--- src/rtl/qpsk_byte_framer_if.sv ---
// Symbol-in / byte-out bundle for qpsk_byte_framer.
// The framer attaches through the slave modport; the upstream/downstream side uses master.
interface qpsk_byte_framer_if;
    logic [1:0] sym_in;
    logic       sym_valid;
    logic [7:0] byte_out;
    logic       byte_valid;
    logic       byte_ready;

    modport slave (
        input  sym_in,
        input  sym_valid,
        input  byte_ready,
        output byte_out,
        output byte_valid
    );

    modport master (
        output sym_in,
        output sym_valid,
        output byte_ready,
        input  byte_out,
        input  byte_valid
    );
endinterface

--- src/rtl/qpsk_byte_framer.sv ---
// QPSK dibit framer: sync hunt, MSB-first byte assembly and an FWFT output FIFO.
// Define QPSK_FRAMER_SYNC_INV_EN to also lock on the inverted sync word (180 degree ambiguity).
module qpsk_byte_framer #(
    parameter logic [15:0] SYNC_WORD   = 16'hF628,
    parameter int          FRAME_BYTES = 8,
    parameter int          FIFO_DEPTH  = 4
) (
    input  logic                CLOCK_256,
    input  logic                reset,
    qpsk_byte_framer_if.slave   bus,
    output logic                locked,
    output logic                frame_done,
    output logic                overflow,
    output logic                phase_inv
);
`ifdef QPSK_FRAMER_SYNC_INV_EN
    localparam bit INV_EN = 1'b1;
`else
    localparam bit INV_EN = 1'b0;
`endif

    localparam int         AW         = $clog2(FIFO_DEPTH);
    localparam logic [7:0] FRAME_LAST = 8'(FRAME_BYTES - 1);
    localparam logic [AW:0] PTR_ONE   = {{AW{1'b0}}, 1'b1};

    typedef enum logic {HUNT, LOCKED} state_t;

    state_t      state_q;
    logic [15:0] hunt_q;
    logic [5:0]  byte_sr_q;
    logic [1:0]  sym_cnt_q;
    logic [7:0]  byte_cnt_q;
    logic        locked_q;
    logic        frame_done_q;
    logic        phase_inv_q;
    logic        overflow_q;

    logic [7:0]  mem_q [FIFO_DEPTH];
    logic [AW:0] wr_ptr_q;
    logic [AW:0] rd_ptr_q;

    logic [15:0] hunt_d;
    logic [1:0]  sym_eff;
    logic [7:0]  push_byte;
    logic        push;
    logic        pop;
    logic        fifo_empty;
    logic        fifo_full;
    logic        wr_en;

    always_comb begin
        hunt_d    = {hunt_q[13:0], bus.sym_in};
        sym_eff   = (INV_EN && phase_inv_q) ? ~bus.sym_in : bus.sym_in;
        push_byte = {byte_sr_q, sym_eff};
        push      = (state_q == LOCKED) && bus.sym_valid && (sym_cnt_q == 2'd3);
    end

    assign fifo_empty = (wr_ptr_q == rd_ptr_q);
    assign fifo_full  = (wr_ptr_q[AW] != rd_ptr_q[AW]) &&
                        (wr_ptr_q[AW-1:0] == rd_ptr_q[AW-1:0]);
    assign pop        = !fifo_empty && bus.byte_ready;
    // A pop on the same edge frees the slot, so a push into a full FIFO still lands.
    assign wr_en      = push && (!fifo_full || pop);

    always_ff @(posedge CLOCK_256) begin
        if (!reset) begin
            state_q      <= HUNT;
            hunt_q       <= '0;
            byte_sr_q    <= '0;
            sym_cnt_q    <= '0;
            byte_cnt_q   <= '0;
            locked_q     <= 1'b0;
            frame_done_q <= 1'b0;
            phase_inv_q  <= 1'b0;
        end else begin
            frame_done_q <= 1'b0;
            if (bus.sym_valid) begin
                case (state_q)
                    HUNT: begin
                        hunt_q <= hunt_d;
                        if (hunt_d == SYNC_WORD) begin
                            state_q     <= LOCKED;
                            locked_q    <= 1'b1;
                            phase_inv_q <= 1'b0;
                        end else if (INV_EN && (hunt_d == ~SYNC_WORD)) begin
                            state_q     <= LOCKED;
                            locked_q    <= 1'b1;
                            phase_inv_q <= 1'b1;
                        end
                    end
                    LOCKED: begin
                        byte_sr_q <= {byte_sr_q[3:0], sym_eff};
                        sym_cnt_q <= sym_cnt_q + 2'd1;
                        if (sym_cnt_q == 2'd3) begin
                            if (byte_cnt_q == FRAME_LAST) begin
                                state_q      <= HUNT;
                                locked_q     <= 1'b0;
                                frame_done_q <= 1'b1;
                                phase_inv_q  <= 1'b0;
                                hunt_q       <= '0;
                                byte_cnt_q   <= '0;
                            end else begin
                                byte_cnt_q <= byte_cnt_q + 8'd1;
                            end
                        end
                    end
                    default: state_q <= HUNT;
                endcase
            end
        end
    end

    always_ff @(posedge CLOCK_256) begin
        if (!reset) begin
            wr_ptr_q   <= '0;
            rd_ptr_q   <= '0;
            overflow_q <= 1'b0;
        end else begin
            if (wr_en) begin
                wr_ptr_q <= wr_ptr_q + PTR_ONE;
            end
            if (pop) begin
                rd_ptr_q <= rd_ptr_q + PTR_ONE;
            end
            if (push && fifo_full && !pop) begin
                overflow_q <= 1'b1;
            end
        end
    end

    // Storage is left unreset; the pointers alone define what is valid.
    always_ff @(posedge CLOCK_256) begin
        if (wr_en) begin
            mem_q[wr_ptr_q[AW-1:0]] <= push_byte;
        end
    end

    assign bus.byte_out   = fifo_empty ? 8'h00 : mem_q[rd_ptr_q[AW-1:0]];
    assign bus.byte_valid = !fifo_empty;
    assign locked         = locked_q;
    assign frame_done     = frame_done_q;
    assign overflow       = overflow_q;
    assign phase_inv      = INV_EN & phase_inv_q;
endmodule

--- src/flat_wrapper.sv ---
// flat-port wrapper written by rule: the top's interface ports become plain ports
module qpsk_byte_framer_flat 
#(
    parameter logic [15:0] SYNC_WORD   = 16'hF628,
    parameter int          FRAME_BYTES = 8,
    parameter int          FIFO_DEPTH  = 4
)
  (CLOCK_256, reset, locked, frame_done, overflow, phase_inv, bus_sym_in, bus_sym_valid, bus_byte_ready, bus_byte_out, bus_byte_valid);
  qpsk_byte_framer_if bus_i ();
  input  logic CLOCK_256;
  input  logic reset;
  output logic locked;
  output logic frame_done;
  output logic overflow;
  output logic phase_inv;
  input wire logic [$bits(bus_i.sym_in)-1:0] bus_sym_in;
  input wire logic [$bits(bus_i.sym_valid)-1:0] bus_sym_valid;
  input wire logic [$bits(bus_i.byte_ready)-1:0] bus_byte_ready;
  output wire logic [$bits(bus_i.byte_out)-1:0] bus_byte_out;
  output wire logic [$bits(bus_i.byte_valid)-1:0] bus_byte_valid;
  assign bus_i.sym_in = bus_sym_in;
  assign bus_i.sym_valid = bus_sym_valid;
  assign bus_i.byte_ready = bus_byte_ready;
  assign bus_byte_out = bus_i.byte_out;
  assign bus_byte_valid = bus_i.byte_valid;
  qpsk_byte_framer #(.SYNC_WORD(SYNC_WORD), .FRAME_BYTES(FRAME_BYTES), .FIFO_DEPTH(FIFO_DEPTH)) u_core (.CLOCK_256(CLOCK_256), .reset(reset), .bus(bus_i), .locked(locked), .frame_done(frame_done), .overflow(overflow), .phase_inv(phase_inv));
endmodule
--- config.mk ---
export PLATFORM = sky130hd
export DESIGN_NAME = qpsk_byte_framer_flat
export DESIGN_NICKNAME = d
export VERILOG_FILES = /design/src/rtl/qpsk_byte_framer_if.sv /design/src/rtl/qpsk_byte_framer.sv /design/src/flat_wrapper.sv
export SDC_FILE = /design/constraint.sdc
export NUM_CORES = 1
export LEC_CHECK = 0
export CORE_ASPECT_RATIO = 0.9
export CORE_MARGIN = 5
export CORE_UTILIZATION = 35
export CTS_BUF_LIST = sky130_fd_sc_hd__clkbuf_8
export DETAILED_ROUTE_END_ITERATION = 12
export PLACE_DENSITY = 0.54
export SLEW_MARGIN = 20
export SYNTH_ARGS = -nofsm -noshare
export SYNTH_HDL_FRONTEND = slang
export SYNTH_SLANG_ARGS = --single-unit
--- constraint.sdc ---
create_clock -name CLOCK_256 -period 2.15 [get_ports CLOCK_256]
set_input_delay 0.43 -clock CLOCK_256 [delete_from_list [all_inputs] [get_ports CLOCK_256]]
set_output_delay 0.43 -clock CLOCK_256 [all_outputs]
set_load 0.05 [all_outputs]
==> results of run 1 <==
[metrics by stage]
stage	hold WS (ns)	instances
2_1_floorplan	0.440	266
3_3_place_gp	0.451	401
3_5_place_dp	0.453	401
4_1_cts	0.464	417
5_1_grt	0.499	417
6_report	0.462	417
[logic make-up (layout without fill, tap and decap cells)]
family / count (synthesis) / after routing / synth area share
and+or+nand+nor: 92 / 92 / 0.146
DFF: 74 / 74 / 0.578
AOI/OAI and AO/OA: 47 / 47 / 0.108
buffers and inverters: 21 / 53 / 0.0329
xor gates and xnor gates: 16 / 16 / 0.0474
muxes: 8 / 8 / 0.0578
adders and majority gates: 7 / 7 / 0.0281
other: 1 / 1 / 0.00120
[routing by layer]
layer	vias up	GRT usage	part of all wire
met3	7	0.0350	0.041
met5	-	0	0
met4	0	0.0403	0.011
li1	1020	-	-
met2	34	0.164	0.45
met1	985	0.162	0.49
[path summary, 6_finish.rpt]
kind / startpoint / endpoint / cells after the start / slack (ns)
worst max register to register: u_core.sym_cnt_q[0] / u_core.mem_q[2][6] / 4 / 0.35
worst min-delay path: u_core.sym_cnt_q[1] / u_core.sym_cnt_q[1] / 2 / 0.46
worst max-delay path: register / bus_byte_out[4] / 4 / 0.08
worst min register to register: u_core.sym_cnt_q[1] / u_core.sym_cnt_q[1] / 2 / 0.46
[tightest hold or removal path, delay by kind of cell (launching register included)]
family           cells  cell delay (ns)
flip-flops           1             0.32
AND/OR/NAND/NOR      1             0.05
AO/OA/AOI/OAI        1             0.05
[state kept, by name (all words and copies together) (netlist names), named ones only]
register,count
u_core.frame_done,1
u_core.byte_sr_q,6
u_core.wr_ptr_q,3
u_core.overflow,1
u_core.byte_cnt_q,8
u_core.rd_ptr_q,3
u_core.locked,1
u_core.mem_q,32
u_core.hunt_q,14
u_core.sym_cnt_q,2
u_core.state_q,1
[placed cells by master, fill, tap and decap left out, types with 5 or more instances in the layout]
cell             count
dfxtp_1             39
nand2_1             37
edfxtp_1            32
a21oi_1             22
a311oi_1            14
nor2_1              14
buf_4               13
nor2b_1             10
clkbuf_8             9
mux4_2               8
xnor2_1              8
clkdlybuf4s50_1      8
ha_1                 7
inv_1                6
nand3_1              6
and2_1               5
xor2_1               5
buf_6                5
[power groups by stage]
| stage | clock, W | sequential (W) | combinational (W) |
|---|---|---|---|
| 2_1_floorplan | 0 | 0.00149 | 0.0000391 |
| 3_3_place_gp | 0 | 0.00149 | 0.0000700 |
| 3_5_place_dp | 0 | 0.00149 | 0.0000710 |
| 4_1_cts | 0.00112 | 0.00146 | 0.0000710 |
| 5_1_grt | 0.00118 | 0.00146 | 0.0000774 |
| 6_report | 0.00109 | 0.00146 | 0.0000703 |
[cell type report]
type | instances | area share
tap | 119 | 0.0398
clock buffer | 9 | 0.0331
inverter | 6 | 0.00601
multi-input combinational | 171 | 0.330
clock inverter | 7 | 0.0207
timing repair buffer | 31 | 0.0879
sequential | 74 | 0.482
==> impl_metrics.toml, run 1 <==
[run_status]
status = "completed"

[power]
p_sw_frac = 0.226
internal_power_w = 0.00203
p_leak_nw = 1.25
p_switching_w = 0.000591
power.total_w = 0.00262
p_clk_frac = 0.416
p_per_area_nw_per_um2 = 699
p_seq_frac = 0.557
ir_drop_v = 0.000399
combPwrFrac = 0.027

[sta]
rsz0062_at_grt = "no"
setup_ws_ns = 0.0821
slew_headroom = 0.667
hold_viol = 0
layout_min_cycle_time_ns = 2.07
fin_tns_setup_ns = 0
clock.fmax_mhz = 484
tightest_slew_ns = 0.499
slew_violations = 0
finalCritPeriodShare = 0.962
skew_ns = 0.00794
finalSetupViolations = 0

[floorplan]
ios = 19
die_w_um = 109
dieHeight_um = 99.5
num_rows = 32
dieArea_um2 = 10900
core-area_um2 = 8650
initial_core_util = 0.360

[route]
drcViolationCount = 0
ant_nets = 0
drtIter0Drc = 86
viasPerCell = 4.91
wl_per_cell_um = 13.7
vias = 2046
drt_wl_total_mm = 5.73
dr.pass1.iters = 4

[clocking]
cts_hold_buf = 0
clk_pin_slew_worst_paths_ns = 0.08
cts_root_buf = "clkbuf_8"
cts_sinks = 74
cts_tree = "done"
numCtsBuffers = 9
clock_path_buffers = 2
clk_latency_ns = 0.35
cts_resized = 1
h-tree-depth = 3
cts_setup_buffers = 0

[logic_synthesis]
ys_top_cells_by_count = "dfxtp_1, nand2_1, edfxtp_1"
postSynthCellCount = 266
yosysMostFrequentCell = "dfxtp_1"
synthFlopType = "dfxtp_1"
syn-cell-area_um2 = 3120
synth_area_leaders = "edfxtp_1, dfxtp_1, mux4_2, nand2_1, a311oi_1"
syn_nets = 279
yosys_warnings = 0
synth_seq_cells = 74
synth.largest_area_cell = "edfxtp_1"
synth_edf_count = 32
synth_top_area_share = 0.308
yosysUniqueCellTypes = 38
yosysSeqAreaShare = 0.578
ys_async_sr_fraction = 0
syn-mean-instance-area_um2 = 11.7

[setup_path]
cp.required_ns = 1.72
crit_path_top_delay_cell = "mux4_2"
crit_family = "multiplexers"
setup.worst_path.class = "register to primary output"
slowest_delay_ns = 0.51
cp_max_fo = 8
crit_buf_inv = 2
cp-end-kind = "primary output"
startpoint_type = "register"
critPathArrivalTime_ns = 1.64
cp_cell_sequence = "buf_8, mux4_2, nor2b_1, buf_6"

[global_routing]
grtUsageTotal = 0.114
antenna_found_initial = 0
grt_pass1_wl_mm = 9.69
gr-total-overflow = 0
grt_max_degree = 29
grt_pass1_vias = 1935

[layout]
layout.area.seq_um2 = 1810
fin_area_um2 = 3740
final_nets = 306
syn2layout_area_growth_pct = 20.2
multiInputGateArea_um2 = 1240
nFillCells = 842
num_antenna_cells = 0
fin_util = 0.433
drive_gt1_frac = 0.191

[run]
drv_cap = 0

[placed_design]
pre_cts_ws_ns = 0.0310
gp_congestion = 0.759
placed_area_um2 = 3490
place.detailed.hpwl_mm = 3.90
io_buffer_count = 17

[hold_path]
min_path_type = "register to register"
Power figures use the tool's default switching activity.
==> inputs of run 2 (changes only) <==
--- a/config.mk
+++ b/config.mk
@@ -11,6 +11,7 @@
 export CTS_BUF_LIST = sky130_fd_sc_hd__clkbuf_8
 export DETAILED_ROUTE_END_ITERATION = 12
 export PLACE_DENSITY = 0.54
+export REMOVE_ABC_BUFFERS = 1
 export SLEW_MARGIN = 20
 export SYNTH_ARGS = -nofsm -noshare
 export SYNTH_HDL_FRONTEND = slang
==> run 2 against run 1 <==
  * Non-clock buffer count decreased by 2
  * Sequential share of layout area increased by 0.28 points
  * Clock skew increased by 0.0010 ns
  * Die area unchanged
  * Total power increased by 1.1%
  * Clock-buffer cell count unchanged
  * First-iteration DRC count decreased by 22%
==> impl_metrics.toml, run 2 (synthesis results as in run 1) <==
[clocking]
clk_pin_slew_worst_paths_ns = 0.08
h-tree-depth = 3
clk_latency_ns = 0.34
numCtsBuffers = 9
cts_root_buf = "clkbuf_8"
clock_path_buffers = 2
cts_sinks = 74
cts_tree = "done"
cts_hold_buf = 0

[power]
p_per_area_nw_per_um2 = 711
p_switching_w = 0.000608
p_sw_frac = 0.229
ir_drop_v = 0.000347
p_leak_nw = 1.24
combPwrFrac = 0.025
p_clk_frac = 0.424
p_seq_frac = 0.551
internal_power_w = 0.00204

[run]
drv_cap = 0

[floorplan]
die_w_um = 109
core-area_um2 = 8650
dieHeight_um = 99.5
num_rows = 32
initial_core_util = 0.360
ios = 19
dieArea_um2 = 10900

[setup_path]
cp-end-kind = "primary output"
setup.worst_path.class = "register to primary output"
critPathArrivalTime_ns = 1.63
cp.required_ns = 1.72
startpoint_type = "register"
cp_max_fo = 8

[hold_path]
min_path_type = "register to register"

[layout]
num_antenna_cells = 0
final_nets = 304
drive_gt1_frac = 0.186
final_cell_mix = "dfxtp_1, nand2_1, edfxtp_1"
layoutNonFillerInstCount = 415
syn2layout_area_growth_pct = 19.5
largest_reg_flops = 32
final_common_cell = "dfxtp_1"

[run_status]
status = "completed"

[sta]
fin_hold_ws_ns = 0.462
rsz0062_at_grt = "no"
slew_headroom = 0.659
finalSetupViolations = 0
setup_ws_ns = 0.0874
clock.fmax_mhz = 485
skew_ns = 0.00898
tightest_slew_ns = 0.509
finalCritPeriodShare = 0.959
layout_min_cycle_time_ns = 2.06
fin_tns_setup_ns = 0
slew_violations = 0
hold_viol = 0

[placed_design]
io_buffer_count = 17
place_inst = 399
pre_cts_ws_ns = -0.0388
gp_congestion = 0.739
place.detailed.hpwl_mm = 3.96

[route]
ant_nets = 0
wl_per_cell_um = 14.2
viasPerCell = 4.85
drt_wl_total_mm = 5.88
drtIter0Drc = 67
vias = 2013
drcViolationCount = 0
dr.pass1.iters = 4

[global_routing]
grtUsageTotal = 0.118
gr-total-overflow = 0
grt_pass1_vias = 1884
antenna_found_initial = 0
grt_max_degree = 29
grt_pass1_wl_mm = 9.89
[run 2: power by group through the flow]
stage               combinational [W]  clock, W  sequential, W
finish                      0.0000669   0.00112        0.00146
global route                0.0000740   0.00123        0.00146
CTS                         0.0000678   0.00116        0.00146
detailed placement          0.0000674         0        0.00149
global placement            0.0000673         0        0.00149
floorplan                   0.0000251         0        0.00149
[run 2: worst paths after layout]
path,slack [ns],end,cells past startpoint,start
max,0.09,bus_byte_out[5],4,register
min,0.46,u_core.sym_cnt_q[1],2,u_core.sym_cnt_q[1]
max reg2reg,0.33,u_core.mem_q[2][1],4,u_core.sym_cnt_q[0]
min reg2reg,0.46,u_core.sym_cnt_q[1],2,u_core.sym_cnt_q[1]
[run 2: layout make-up]
class / count / area [um2]
clock buffers: 9 / 124
clock inverters: 7 / 86.3
fillers: 830 / 4920
inverters: 6 / 22.5
multi-input cells: 171 / 1240
flip-flops and latches: 74 / 1810
well taps: 119 / 149
repair buffers: 29 / 299
[run 2: layer usage]
| layer | track usage | share of wire |
|---|---|---|
| met1 | 0.164 | 0.50 |
| met2 | 0.172 | 0.46 |
| met3 | 0.0448 | 0.029 |
| met4 | 0.0316 | 0.0049 |
| met5 | 0 | 0 |
[run 2: timing repair]
action / CTS / global route
gates resized for setup: 3 / 9
buffers inserted: 0 / 0
setup endpoints to repair: 8 / 8
[run 2: through the flow]
stage          power (W)   util  instance area (um2)
6_report         0.00265  0.431                 3720
5_1_grt          0.00276  0.431                 3720
4_1_cts          0.00269  0.425                 3680
3_5_place_dp     0.00156  0.400                 3460
3_3_place_gp     0.00156  0.400                 3460
2_1_floorplan    0.00152      -                 3040
[run 2: critical path: stages, from the launching register on]
cell and delay, ns:
dfxtp_2 0.34, buf_12 0.13, mux4_2 0.51, nor2b_1 0.16, buf_6 0.15
==> inputs of run 3 (changes only) <==
--- a/config.mk
+++ b/config.mk
@@ -10,7 +10,7 @@
 export CORE_UTILIZATION = 35
 export CTS_BUF_LIST = sky130_fd_sc_hd__clkbuf_8
 export DETAILED_ROUTE_END_ITERATION = 12
-export PLACE_DENSITY = 0.54
+export PLACE_DENSITY = 0.56
 export REMOVE_ABC_BUFFERS = 1
 export SLEW_MARGIN = 20
 export SYNTH_ARGS = -nofsm -noshare
==> constraint.sdc (replaced) <==
create_clock -name CLOCK_256 -period 1.77 [get_ports CLOCK_256]
set_input_delay 0.354 -clock CLOCK_256 [delete_from_list [all_inputs] [get_ports CLOCK_256]]
set_output_delay 0.354 -clock CLOCK_256 [all_outputs]
set_load 0.05 [all_outputs]
==> run 3 against run 2 <==
  * The run now ends with negative setup slack left
  * Worst hold slack better by 0.0041 ns
  * Sequential cell count is the same
  * Clock power rose by 8%
  * Combinational power up 31%
  * Core utilization up 2.2 points
  * Sequential power grew 21%
  * Register-to-register slack got worse by 0.23 ns
  * Highest routed layer unchanged
==> impl_metrics.toml, run 3 (synthesis results as in run 1) <==
[run_status]
status = "complete, but fails checks"
violations = "negative setup slack"

[power]
ir_drop_v = 0.000418
p_switching_w = 0.000637
p_leak_nw = 1.39
p_seq_frac = 0.578
power.total_w = 0.00307
combPwrFrac = 0.029
p_sw_frac = 0.208
internal_power_w = 0.00243
p_clk_frac = 0.393
p_per_area_nw_per_um2 = 783

[layout]
fin_area_um2 = 3920
syn2layout_area_growth_pct = 25.7
final_nets = 320
nFillCells = 845
final_common_cell = "dfxtp_1"
final_cell_mix = "dfxtp_1, nand2_1, edfxtp_1"
drive_gt1_frac = 0.244
num_antenna_cells = 0
multiInputGateArea_um2 = 1270
largest_reg_flops = 32
layout.area.seq_um2 = 1810

[sta]
finalCritPeriodShare = 1.11
hold_viol = 0
clock.fmax_mhz = 511
setup_ws_ns = -0.186
skew_ns = 0.00776
layout_min_cycle_time_ns = 1.96
slew_violations = 0
finalSetupViolations = 9
rsz0062_at_grt = "yes"

[clocking]
cts_tree = "done"
clock_path_buffers = 2
clk_latency_ns = 0.34
cts_hold_buf = 0
clk_pin_slew_worst_paths_ns = 0.08
cts_sinks = 74
h-tree-depth = 3
cts_root_buf = "clkbuf_8"
numCtsBuffers = 9

[setup_path]
cp.required_ns = 1.42
cp-end-kind = "primary output"
r2r_end = "u_core.mem_q[1][7]"
startpoint_type = "register"
r2r_slack_ns = 0.10
cp_max_fo = 4
critPathArrivalTime_ns = 1.60
setup.worst_path.class = "register to primary output"
rr_worst_depth = 5
rr_startpoint = "u_core.sym_cnt_q[0]"

[route]
viasPerCell = 4.90
dr.pass1.iters = 4
drcViolationCount = 0
ant_nets = 0
drtIter0Drc = 66
drt_wl_total_mm = 6.29
vias = 2114
wl_per_cell_um = 14.6

[hold_path]
hold_end = "u_core.sym_cnt_q[1]"
whs_path_depth = 2
hp-start = "u_core.sym_cnt_q[1]"
min_path_type = "register to register"

[run]
drv_cap = 0

[global_routing]
grt_max_degree = 29
antenna_found_initial = 0
grt_pass1_vias = 2083
grt_pass1_wl_mm = 10.2
gr-total-overflow = 0
grtUsageTotal = 0.123

[placed_design]
placed_area_um2 = 3570
pre_cts_ws_ns = -0.152
gp_congestion = 0.699
io_buffer_count = 17
place.detailed.hpwl_mm = 4.35

[floorplan]
initial_core_util = 0.360
dieArea_um2 = 10900
die_w_um = 109
core-area_um2 = 8650
num_rows = 32
dieHeight_um = 99.5
ios = 19
run 3: changes by cell type in the layout (fill, tap and decap cells not counted), moves of 3 or more:
cell,delta
buf_6,+5
nor2b_1,-4
nor2b_4,+4
buf_4,+10
clkdlybuf4s50_1,-3
run 3: routing by layer:
metal	share of wire	track usage
met3	0.040	0.0409
met2	0.48	0.192
met1	0.47	0.160
met5	0	0
met4	0.0095	0.0374
run 3: cell type report:
type,instances,area share
Timing Repair Buffer,45,0.123
Multi-Input combinational cell,171,0.325
Clock inverter,7,0.0141
Sequential cell,74,0.462
Clock buffer,9,0.0316
Tap cell,119,0.0380
Inverter,6,0.00639
run 3: worst max-delay path, cell delays in order (launching register included):
cell       delay (ns)
dfxtp_4          0.37
xor2_4           0.19
nor3_4           0.31
clkbuf_16        0.22
nor2b_4          0.04
buf_6            0.14
run 3: power by group through the flow:
stage	registers [W]	logic [W]	clock network (W)
after floorplan	0.00181	0.0000305	0
after detailed placement	0.00181	0.0000873	0
after CTS	0.00177	0.0000877	0.00125
after global placement	0.00181	0.0000866	0
final	0.00177	0.0000876	0.00121
after global routing	0.00177	0.0000947	0.00132
run 3: through the flow:
step	setup TNS [ns]	utilization	hold slack, ns	instances
6_report	-1.52	0.453	0.466	431
2_1_floorplan	-1.61	-	0.440	251
3_5_place_dp	-5.61	0.413	0.458	412
5_1_grt	-2.15	0.453	0.497	431
4_1_cts	-1.67	0.446	0.469	429
3_3_place_gp	-5.03	0.413	0.449	412
run 3: timing repair:
item,4_1_cts,5_1_grt
setup endpoints to repair,9,9
pin swaps,1,1
gates resized for setup,21,8
gates cloned,0,1
buffers inserted,1,1
run 3: worst max path at each step:
stage | slack, ns | startpoint | to
after detailed placement | -0.15 | bus_sym_valid | u_core.mem_q[1][0]
final | -0.19 | u_core.rd_ptr_q[0] | bus_byte_out[1]
after global routing | -0.26 | register | bus_byte_out[5]
after global placement | -0.15 | bus_sym_valid | u_core.mem_q[1][0]
after CTS | -0.21 | register | bus_byte_out[5]
after floorplan | -0.16 | register | bus_byte_out[0]
